$ cat config.mk
export PLATFORM = sky130hd
export DESIGN_NAME = countdown_timer
export DESIGN_NICKNAME = d
export VERILOG_FILES = /design/src/rtl/countdown_timer.sv
export SDC_FILE = /design/constraint.sdc
export NUM_CORES = 1
export LEC_CHECK = 0
export BUFFER_PORTS_ARGS = -buffer_cell sky130_fd_sc_hd__buf_2
export CORE_MARGIN = 3
export CORE_UTILIZATION = 44
export CTS_CLUSTER_DIAMETER = 50
export DETAILED_ROUTE_END_ITERATION = 10
export PLACE_DENSITY = 0.78
export SETUP_SLACK_MARGIN = 0.2
export SYNTH_ARGS = -nofsm -noshare
export SYNTH_HDL_FRONTEND = slang
export SYNTH_SLANG_ARGS = --single-unit
$ cat constraint.sdc
create_clock -name clk -period 3.07 [get_ports clk]
set_input_delay 0.1535 -clock clk [delete_from_list [all_inputs] [get_ports clk]]
set_output_delay 0.1535 -clock clk [all_outputs]
set_load 0.02 [all_outputs]
$ cat src/rtl/countdown_timer.sv
// Loadable down-counter with a one-cycle terminal-count pulse.
// Define COUNTDOWN_AUTORELOAD_EN to make the counter free-run by reloading the last preset.
module countdown_timer #(
   parameter int unsigned WIDTH = 8
) (
   input  logic             clk,
   input  logic             rst,
   input  logic             load,
   input  logic [WIDTH-1:0] preset,
   input  logic             en,
   output logic [WIDTH-1:0] count,
   output logic             busy,
   output logic             tc
);

   typedef enum logic [0:0] {StIdle, StRun} state_e;

   state_e           state_q, state_d;
   logic [WIDTH-1:0] count_q, count_d;
   logic             tc_q, tc_d;

`ifdef COUNTDOWN_AUTORELOAD_EN
   logic [WIDTH-1:0] reload_q, reload_d;
`endif

   always_comb begin
      state_d = state_q;
      count_d = count_q;
      tc_d    = 1'b0;
`ifdef COUNTDOWN_AUTORELOAD_EN
      reload_d = reload_q;
`endif
      if (load) begin
         count_d = preset;
`ifdef COUNTDOWN_AUTORELOAD_EN
         reload_d = preset;
`endif
         if (preset != '0) begin
            state_d = StRun;
         end else begin
            // A zero preset expires immediately without ever entering RUN.
            state_d = StIdle;
            tc_d    = 1'b1;
         end
      end else begin
         unique case (state_q)
            StRun: begin
               if (en) begin
                  if (count_q > WIDTH'(1)) begin
                     count_d = count_q - WIDTH'(1);
                  end else begin
                     tc_d = 1'b1;
`ifdef COUNTDOWN_AUTORELOAD_EN
                     count_d = reload_q;
`else
                     count_d = '0;
                     state_d = StIdle;
`endif
                  end
               end
            end
            default: ;
         endcase
      end
   end

   always_ff @(posedge clk) begin
      if (!rst) begin
         state_q <= StIdle;
         count_q <= '0;
         tc_q    <= 1'b0;
`ifdef COUNTDOWN_AUTORELOAD_EN
         reload_q <= '0;
`endif
      end else begin
         state_q <= state_d;
         count_q <= count_d;
         tc_q    <= tc_d;
`ifdef COUNTDOWN_AUTORELOAD_EN
         reload_q <= reload_d;
`endif
      end
   end

   assign count = count_q;
   assign busy  = (state_q == StRun);
   assign tc    = tc_q;

endmodule
==> impl_metrics.json <==
{
  "holdPathEnd": "count[4]$_SDFFE_PN0P_",
  "drc": 0,
  "initial_utilization_pct": 50.2,
  "clk_pin_slew_ps": 60,
  "drive_above_1_share_pct": 28.1,
  "gp_congestion": 0.811,
  "worst_r2r_endpoint": "count[0]$_SDFFE_PN0P_",
  "clock_path_buffers": 2,
  "layout.cells.non_filler": 110,
  "drt_pass1_iterations": 4,
  "antenna_found_initial": 0,
  "crit_arrival_ps": 1930,
  "grt_pass1_wl_um": 2330,
  "drt_wl_total_um": 1470,
  "min_period_over_period_pct": 56.6,
  "required_ps": 3260,
  "slew_violations": 0,
  "synth-simple-area-share_pct": 32.4,
  "synthDistinctLibCells": 30,
  "p_leak_nw": 0.334,
  "setup_viol": 0,
  "post_cts_buffers": 0,
  "insertion_delay_ps": 260,
  "synth_seq_cells": 10,
  "fp.coreArea_sq_mm": 0.00120,
  "ant_nets": 0,
  "die_area_sq_mm": 0.00185,
  "max_cap_violations": 0,
  "clock.fmax_mhz": 575,
  "cts-buffers-inserted": 3,
  "root_buffer": "clkbuf_4",
  "clock_skew_ps": 5.20,
  "synth_top_family_by_area": "simple AND/OR/NAND/NOR gates",
  "die_y_um": 43.0,
  "synth_compound_area_share_pct": 20.5,
  "grt_max_degree": 14,
  "cts_sinks": 10,
  "final_nets": 112,
  "synth_nets": 89,
  "grt_pass1_vias": 531,
  "startpoint_type": "flip-flop",
  "ys_warn_count": 0,
  "area_growth_pct": 22.2,
  "final_common_cell": "buf_2",
  "hold_viol": 0,
  "diodes": 0,
  "die_x_um": 43.0,
  "reg2reg_slack_ps": 1330,
  "cts.repair.resized": 0,
  "routed_via_density": 5.56,
  "slew_headroom_pct": 74.4,
  "wl_per_cell_um": 13.3,
  "hold_class": "input pin to flip-flop",
  "syn_area_sq_um": 603,
  "hold_depth": 3,
  "overflow": 0,
  "peakVddDrop_mv": 0.241,
  "power_density_mw_per_mm2": 441,
  "status": "complete, no violations",
  "dpl.cell_count": 107,
  "rsz0062_at_grt": "false",
  "r2r-start": "count[0]$_SDFFE_PN0P_",
  "setup_tns_ps": 0,
  "ys_seq_area_share_pct": 33.2,
  "ios": 22,
  "hold_buffers": 0,
  "power_mw": 0.325,
  "cts.htree.levels": 1,
  "io_buffers": 21,
  "worstSetupEndpointType": "flip-flop",
  "synthXorXnorAreaFrac_pct": 4.36,
  "synthMuxAreaShare_pct": 1.66,
  "groute.usage.overall_pct": 16.3,
  "ff2ff_path_depth": 6,
  "cp_max_fo": 6,
  "cts_tree": "built",
  "worst_pin_slew_ps": 380,
  "syn_area_per_cell_sq_um": 8.04,
  "synthAdderAreaFrac_pct": 4.15,
  "drt_iter0_drc": 9,
  "dp_hpwl_um": 1170,
  "critical_path_class": "flip-flop to flip-flop",
  "final_core_util_pct": 61.4,
  "min_from": "preset[4]",
  "num_vias": 612,
  "netlist_instances": 75,
  "rows": 12,
  "period_minus_slack_ps": 1740,
  "final_cell_mix": "buf_2, dfxtp_1, nand2_1, o21ai_0, nand3_1"
}
[through the flow]
stage,cell area (sq um),worst slack [ps],hold slack [ps]
2_1_floorplan,603,1310,292
3_3_place_gp,714,1420,402
3_5_place_dp,714,1350,408
4_1_cts,737,1340,134
5_1_grt,737,1210,162
6_report,737,1330,130
[flip-flops by register name, summed over array words and instances, names as in the netlist]
signal  cells
count       8
busy        1
tc          1
[routing by layer]
metal / vias up / wire [um] / part of all wire, % / global-route usage, %
li1: 318 / - / - / -
met1: 271 / 704 / 48 / 22.1
met2: 23 / 651 / 44 / 24.6
met3: 0 / 109 / 7.4 / 7.20
met4: 0 / 0 / 0 / 1.81
met5: - / 0 / 0 / 0
[worst max-delay path, cell delays in order, from the launching register on]
cell and delay (ps):
dfxtp_1 400, inv_1 70, ha_1 240, or2_1 270, and3_4 200, or3_1 350, a21oi_1 140
[cell usage after synthesis, drive strengths merged]
library cell | count | area share, %
dfxtp | 10 | 33
or3 | 2 | 2.1
xor2 | 2 | 2.9
a21boi | 2 | 2.5
nor3 | 2 | 1.7
o21ai | 7 | 5.8
nand3 | 5 | 4.1
or2 | 2 | 2.1
ha | 2 | 4.1
a21oi | 4 | 3.3
nand2 | 8 | 5.0
nand4b | 1 | 1.5
o21a | 1 | 1.2
and3 | 1 | 1.9
nor4 | 5 | 7.7
nand4 | 1 | 1.0
a22o | 1 | 1.5
xnor2 | 1 | 1.5
a31oi | 2 | 2.1
mux2i | 1 | 1.7
clkbuf | 3 | 1.9
inv | 3 | 1.9
and3b | 1 | 1.5
and2 | 1 | 1.0
nor2b | 1 | 1.0
o31ai | 2 | 2.5
nor2 | 3 | 1.9
o211a | 1 | 1.7
[layout make-up]
class | instances | area, sq um
clock buffer | 3 | 22.5
fill | 111 | 464
inverter | 3 | 11.3
multi-input combinational | 59 | 380
sequential | 10 | 200
tap | 14 | 17.5
timing repair buffer | 21 | 105
[worst max-delay path by stage]
stage | start | to | depth (start not counted)
2_1_floorplan | count[0]$_SDFFE_PN0P_ | count[2]$_SDFFE_PN0P_ | 6
3_3_place_gp | count[0]$_SDFFE_PN0P_ | count[2]$_SDFFE_PN0P_ | 6
3_5_place_dp | count[0]$_SDFFE_PN0P_ | count[2]$_SDFFE_PN0P_ | 6
4_1_cts | count[0]$_SDFFE_PN0P_ | count[0]$_SDFFE_PN0P_ | 6
5_1_grt | count[0]$_SDFFE_PN0P_ | count[0]$_SDFFE_PN0P_ | 6
6_report | count[0]$_SDFFE_PN0P_ | count[0]$_SDFFE_PN0P_ | 6
[where the power goes]
group          switching, mW  leakage (nW)  internal (mW)
sequential            0.0127        0.0828          0.139
combinational         0.0492         0.237         0.0361
clock                 0.0426        0.0138         0.0452
[logic make-up (layout without fill, tap and decap cells)]
family | after synthesis | after routing
multiplexers | 1 | 1
buffers and inverters | 6 | 27
flip-flops | 10 | 10
adder cells (fa/ha/maj) | 2 | 2
XOR/XNOR | 3 | 3
AND/OR/NAND/NOR | 33 | 33
AO/OA/AOI/OAI | 20 | 20
Power figures use the tool's default switching activity.
